### src/rtl/vote_frame_pkg.sv
// ----------------------------------------------------------------------------
// vote_frame_pkg
// Shared constants and types for the vote frame loader.
//   FRAME_BITS : bits per serial frame (A[4:0], B[4:0], P)
//   BANK_W     : width of one presented bank
//   CNT_W      : width of the received-bit counter
//   state_e    : loader FSM states (fixed encoding)
// No ports.
// ----------------------------------------------------------------------------
package vote_frame_pkg;

   localparam int FRAME_BITS = 11;
   localparam int BANK_W     = 5;
   localparam int CNT_W      = 4;

   typedef enum logic [2:0] {
      ST_IDLE   = 3'd0,
      ST_RECV   = 3'd1,
      ST_CHECK  = 3'd2,
      ST_PRES_A = 3'd3,
      ST_PRES_B = 3'd4,
      ST_ERR    = 3'd5
   } state_e;

   // Bank A occupies the first BANK_W bits received, which end up at the top
   // of the shift register once the whole frame has been shifted in.
   function automatic logic [BANK_W-1:0] bank_a_of(input logic [FRAME_BITS-1:0] f);
      return f[FRAME_BITS-1 -: BANK_W];
   endfunction

   function automatic logic [BANK_W-1:0] bank_b_of(input logic [FRAME_BITS-1:0] f);
      return f[FRAME_BITS-1-BANK_W -: BANK_W];
   endfunction

endpackage

### src/rtl/vote_frame_loader_if.sv
// ----------------------------------------------------------------------------
// vote_frame_loader_if
// Link between the loader FSM (master) and the frame receiver (slave).
//   sdata     : serial data bit for the current edge          (master -> slave)
//   start     : capture sdata as bit 0 of a new frame         (master -> slave)
//   shift     : capture sdata as the next bit of the frame    (master -> slave)
//   last_bit  : the next captured bit is the parity bit P     (slave -> master)
//   parity_ok : XOR of all captured bits is zero              (slave -> master)
//   bank_a    : received bank A                               (slave -> master)
//   bank_b    : received bank B                               (slave -> master)
// ----------------------------------------------------------------------------
interface vote_frame_loader_if;
   import vote_frame_pkg::*;

   logic              sdata;
   logic              start;
   logic              shift;
   logic              last_bit;
   logic              parity_ok;
   logic [BANK_W-1:0] bank_a;
   logic [BANK_W-1:0] bank_b;

   modport master (
      output sdata, start, shift,
      input  last_bit, parity_ok, bank_a, bank_b
   );

   modport slave (
      input  sdata, start, shift,
      output last_bit, parity_ok, bank_a, bank_b
   );

endinterface

### src/rtl/frame_shift_rx.sv
// ----------------------------------------------------------------------------
// frame_shift_rx
// Serial frame receiver: 11-bit MSB-first shift register, received-bit
// counter and running parity. Captures only when told to by the FSM.
//   clk   : rising-edge clock
//   rst_n : asynchronous active-low reset
//   link  : slave side of vote_frame_loader_if
// ----------------------------------------------------------------------------
module frame_shift_rx
   import vote_frame_pkg::*;
(
   input logic                clk,
   input logic                rst_n,
   vote_frame_loader_if.slave link
);

   logic [FRAME_BITS-1:0] shreg;
   logic [CNT_W-1:0]      bit_cnt;
   logic                  parity;
   logic                  unused_pbit;

   // NOTE: sequential state uses non-blocking assignments so every register
   // samples the pre-edge values of its neighbours.
   always_ff @(posedge clk or negedge rst_n) begin
      if (!rst_n) begin
         shreg   <= '0;
         bit_cnt <= '0;
         parity  <= 1'b0;
      end else if (link.start) begin
         // A new frame restarts from a clean register, so stale bits of an
         // aborted frame never leak into the banks.
         shreg   <= {{(FRAME_BITS-1){1'b0}}, link.sdata};
         bit_cnt <= CNT_W'(1);
         parity  <= link.sdata;
      end else if (link.shift) begin
         shreg   <= {shreg[FRAME_BITS-2:0], link.sdata};
         bit_cnt <= bit_cnt + CNT_W'(1);
         parity  <= parity ^ link.sdata;
      end
   end

   // bit_cnt counts captured bits, so the bit about to be captured is P when
   // FRAME_BITS-1 bits are already in.
   assign link.last_bit  = (bit_cnt == CNT_W'(FRAME_BITS - 1));
   assign link.parity_ok = ~parity;
   assign link.bank_a    = bank_a_of(shreg);
   assign link.bank_b    = bank_b_of(shreg);

   // The parity bit itself is only needed through the running parity.
   assign unused_pbit = shreg[0];

endmodule

### src/rtl/vote_frame_loader.sv
// ----------------------------------------------------------------------------
// vote_frame_loader
// Receives an 11-bit serial frame (A[4:0], B[4:0], even parity P), checks
// parity and presents bank A then bank B, each until acknowledged.
//   io_in[0]   clk     rising-edge clock
//   io_in[1]   rst_n   asynchronous active-low reset
//   io_in[2]   sdata   serial frame data, MSB first
//   io_in[3]   sframe  high for every bit-cycle of a frame
//   io_in[4]   ack     downstream captured the presented bank
//   io_in[7:5] unused
//   io_out[4:0] bank_data  presented bank (holds when not valid)
//   io_out[5]   bank_sel   0 = bank A, 1 = bank B
//   io_out[6]   valid      bank_data/bank_sel presented
//   io_out[7]   err        last frame aborted or failed parity
// ----------------------------------------------------------------------------
module vote_frame_loader
   import vote_frame_pkg::*;
(
   input  logic [7:0] io_in,
   output logic [7:0] io_out
);

   logic clk;
   logic rst_n;
   logic sdata;
   logic sframe;
   logic ack;
   logic unused_io;

   assign clk       = io_in[0];
   assign rst_n     = io_in[1];
   assign sdata     = io_in[2];
   assign sframe    = io_in[3];
   assign ack       = io_in[4];
   assign unused_io = ^io_in[7:5];

   vote_frame_loader_if link ();

   frame_shift_rx u_rx (
      .clk   (clk),
      .rst_n (rst_n),
      .link  (link)
   );

   state_e            state;
   logic              err_q;
   logic              valid_q;
   logic              sel_q;
   logic [BANK_W-1:0] data_q;

   assign link.sdata = sdata;

   // IDLE and ERR both open a frame on sframe; only RECV keeps shifting.
   // sframe in CHECK/PRES_* is deliberately not forwarded: those bits are lost.
   always_comb begin
      // NOTE: give every always_comb output a default first so no branch
      // leaves it unassigned and infers a latch.
      link.start = 1'b0;
      link.shift = 1'b0;
      case (state)
         ST_IDLE, ST_ERR: link.start = sframe;
         ST_RECV:         link.shift = sframe;
         default:         ;
      endcase
   end

   // FSM and output registers share one block so outputs change on the same
   // edge as the state that defines them.
   always_ff @(posedge clk or negedge rst_n) begin
      if (!rst_n) begin
         state   <= ST_IDLE;
         err_q   <= 1'b0;
         valid_q <= 1'b0;
         sel_q   <= 1'b0;
         data_q  <= '0;
      end else begin
         case (state)
            ST_IDLE, ST_ERR: begin
               // err is left alone: it only clears on a passing CHECK.
               if (sframe) state <= ST_RECV;
            end

            ST_RECV: begin
               if (!sframe) begin
                  state <= ST_ERR;
                  err_q <= 1'b1;
               end else if (link.last_bit) begin
                  state <= ST_CHECK;
               end
            end

            ST_CHECK: begin
               if (link.parity_ok) begin
                  state   <= ST_PRES_A;
                  err_q   <= 1'b0;
                  valid_q <= 1'b1;
                  sel_q   <= 1'b0;
                  data_q  <= link.bank_a;
               end else begin
                  state <= ST_ERR;
                  err_q <= 1'b1;
               end
            end

            ST_PRES_A: begin
               if (ack) begin
                  state  <= ST_PRES_B;
                  sel_q  <= 1'b1;
                  data_q <= link.bank_b;
               end
            end

            ST_PRES_B: begin
               // bank_data/bank_sel keep their last value once valid drops.
               if (ack) begin
                  state   <= ST_IDLE;
                  valid_q <= 1'b0;
               end
            end

            default: begin
               state   <= ST_IDLE;
               valid_q <= 1'b0;
            end
         endcase
      end
   end

   assign io_out = {err_q, valid_q, sel_q, data_q};

endmodule
### config.mk
export PLATFORM = sky130hd
export DESIGN_NAME = vote_frame_loader
export DESIGN_NICKNAME = d
export VERILOG_FILES = /design/src/rtl/vote_frame_pkg.sv /design/src/rtl/vote_frame_loader_if.sv /design/src/rtl/frame_shift_rx.sv /design/src/rtl/vote_frame_loader.sv
export SDC_FILE = /design/constraint.sdc
export NUM_CORES = 1
export LEC_CHECK = 0
export ABC_AREA = 1
export CORE_AREA = 2 2 63 65
export DETAILED_ROUTE_END_ITERATION = 10
export DIE_AREA = 0 0 65 67
export GPL_TIMING_DRIVEN = 0
export PLACE_DENSITY_LB_ADDON = 0.15
export SYNTH_ARGS = -nofsm -noshare
export SYNTH_HDL_FRONTEND = slang
export SYNTH_SLANG_ARGS = --single-unit
### constraint.sdc
create_clock -name io_in -period 1.6 [get_ports io_in]
set_input_delay 0.32 -clock io_in [delete_from_list [all_inputs] [get_ports io_in]]
set_output_delay 0.32 -clock io_in [all_outputs]
set_load 0.01 [all_outputs]
==> flow_summary.yaml <==
finish:
  fin_cells: 310
  mostFrequentLayoutCell: "clkbuf_8"
  drive_gt1_share_pct: 48.5
  nNetsFinal: 263
  area_growth_pct: 82.3
  layout_common_cells: "clkbuf_8, inv_1, nand2_1, dfrtp_1, buf_4"
  num_antenna_cells: 0
global_routing:
  antenna_found_initial: 0
  grt_pass1_wl_microns: 8680
  overflow: 0
  grt_pass1_vias: 2384
  track_usage_pct: 27.1
  grt_max_degree: 17
placement:
  dp_hpwl_microns: 1960
  dp.cells: 229
  globalplace.congestion: 0.913
  place_ws_ps: 240
  port_buffers: 8
floorplanning:
  dieArea_sq_um: 4360
  die_y_microns: 67
  die_w_microns: 65
  io_pins: 16
  rows: 22
  start_util_pct: 39.7
  core-area_sq_um: 3610
run_status:
  violations: "negative hold slack, negative setup slack"
  status: "complete, but fails checks"
sta:
  setup_tns_ps: -40.3
  slew_violations: 0
  finalClockSkew_ps: 6.39
  final-setup-viol-count: 2
  worst-slew-pin-transition_ps: 395
  finalHoldViolations: 27
  slew_headroom_pct: 73.4
  rsz0062_at_grt: "true"
  holdWs_ps: -344
  finalWorstSetupSlack_ps: -35.9
worst_setup_path:
  cp_slowest_cell: "nand2_1"
  critPathCaptureType: "flop"
  cp_top_family: "buffers and inverters"
  startpoint_type: "clock port"
  cp.buffers_inverters: 5
  path_cells: "clkbuf_8 > clkbuf_8 > clkbuf_8 > inv_1 > nand2_1 > nand2_1 > nor2_4 > clkbuf_8 > nand3_1 > nand2_1"
  crit_top_cell: "clkbuf_8"
  cp_max_fo: 2
  cp.required_ps: 1790
  crit_type: "clock port to flop"
  slowest_delay_ps: 140
  cp.arrival_ps: 1830
power:
  power.total_mw: 7.10
  cellInternalPower_mw: 4.12
  combPwrFrac_pct: 0
  seq_power_share_pct: 10.6
  p_leak_nw: 1.23
  switching_share_pct: 42.0
  power_switching_mw: 2.98
  p_clk_share_pct: 89.4
  ir_drop_uv: 1470
  p_per_area_nw_per_um2: 2720
worst_hold_path:
  worst_hold_path_type: "clock port to async pin"
route:
  dr_total_vias: 1768
  drc: 0
  detail-route-antenna-nets: 0
  drt_first_pass_iters: 6
  via_per_inst: 5.70
  wl_per_cell_microns: 17.8
  first_iter_violations: 328
  routed_wirelength_microns: 5520
cts:
  clkLatencyLatePin_ps: 300
  cts_hold_buf: 0
  clk_pin_slew_ps: 110
  cts_tree: "done"
job:
  maxCapViolations: 0
logic_synthesis:
  ys_types: 24
  synth_seq_cells: 27
  yosysSeqAreaShare_pct: 47.2
  synth_cells: 173
  yosysWarningCount: 0
  syn_nets: 183
  syn-cell-area_sq_um: 1430
  synth.avg_cell_area_sq_um: 8.28
==> power groups by stage <==
stage               sequential (mW)  combinational [mW]  clock, mW
floorplan                     0.777        0.0000000729       1.28
global placement              0.777         0.000000100       1.28
detailed placement            0.777         0.000000100       1.28
CTS                           0.753         0.000000186       6.06
global route                  0.753         0.000000258       6.83
finish                        0.753         0.000000258       6.35
==> metal layers <==
metal	global-route usage [%]	wire length, microns	up-vias
li1	-	-	717
met1	15.6	1800	787
met2	28.7	2390	181
met3	30.6	695	83
met4	51.9	639	0
met5	4.17	0	-
==> worst paths after layout <==
check / start / end / slack, ps / cells after the start
setup / recovery: io_in[4] / state[1]$_DFFE_PN0P_ / -40 / 10
hold / removal: io_in[1] / u_rx.bit_cnt[0]$_DFFE_PN0P_ / -340 / 2
setup reg to reg: state[1]$_DFFE_PN0P_ / u_rx.shreg[9]$_DFFE_PN0P_ / 10 / 9
hold reg to reg: valid_q$_DFFE_PN0P_ / valid_q$_DFFE_PN0P_ / 510 / 2
max in group asynchronous: io_in[1] / u_rx.bit_cnt[3]$_DFFE_PN0P_ / 1800 / 2
min in group io_in: io_in[2] / u_rx.parity$_DFFE_PN0P_ / 90 / 4
==> cell usage after synthesis <==
| cell | instances | area (sq um) |
|---|---|---|
| o21ai_0 | 10 | 50.1 |
| dfrtp_1 | 27 | 676 |
| o21ai_4 | 1 | 16.3 |
| o22ai_1 | 9 | 56.3 |
| nor2_8 | 1 | 20.0 |
| nand3_1 | 14 | 70.1 |
| buf_2 | 2 | 10.0 |
| o21ai_2 | 5 | 43.8 |
| nor2_2 | 2 | 12.5 |
| nand3_2 | 1 | 10.0 |
| nor3_1 | 2 | 10.0 |
| buf_6 | 2 | 22.5 |
| inv_4 | 1 | 6.26 |
| nand2_2 | 6 | 37.5 |
| inv_1 | 27 | 101 |
| buf_8 | 1 | 15.0 |
| nor2_1 | 10 | 37.5 |
| ha_1 | 2 | 25.0 |
| o211ai_2 | 1 | 12.5 |
| o21ai_1 | 2 | 10.0 |
| nand2_1 | 41 | 154 |
| inv_2 | 2 | 7.51 |
| a31oi_1 | 1 | 6.26 |
| buf_4 | 3 | 22.5 |
==> cell type report <==
type / count / area (sq um)
Fill cell: 234 / 995
Multi-Input combinational cell: 108 / 751
Sequential cell: 27 / 676
Clock buffer: 55 / 676
Timing Repair Buffer: 23 / 208
Inverter: 25 / 98.8
Clock inverter: 17 / 75.1
Buffer: 7 / 67.6
Tap cell: 48 / 60.1
==> stage by stage <==
step | area (sq um) | util [%]
2_1_floorplan | 1430 | -
3_3_place_gp | 1570 | 43.6
3_5_place_dp | 1570 | 43.6
6_report | 2610 | 72.4
4_1_cts | 2510 | 69.5
5_1_grt | 2610 | 72.4
==> what timing repair did <==
item                                    CTS  global route
resized for setup                        25            33
endpoints found under the setup margin   22            30
setup buffers                            15             4
pin swaps                                12             8
==> logic make-up after synthesis <==
family                     after synthesis  synth area share [%]
adders and majority gates                2                  1.75
buffers and inverters                   38                  12.9
and+or+nand+nor                         77                  24.5
DFF                                     27                  47.2
AOI/OAI and AO/OA                       29                  13.6
==> worst register-to-register path, stage by stage, from the launching register on <==
cell,delay [ps]
dfrtp_1,440
inv_2,130
nand2_4,70
nor2_4,110
nand2_2,60
clkbuf_8,130
clkbuf_8,140
clkbuf_8,140
buf_8,130
o22ai_4,150
==> flip-flops by register name (all words and copies together) (netlist names) <==
signal / flops
u_rx.shreg: 11
u_rx.bit_cnt: 4
u_rx.parity: 1
state: 3
data_q: 5
valid_q: 1
err_q: 1
sel_q: 1
(Power assumes the default switching activity.)
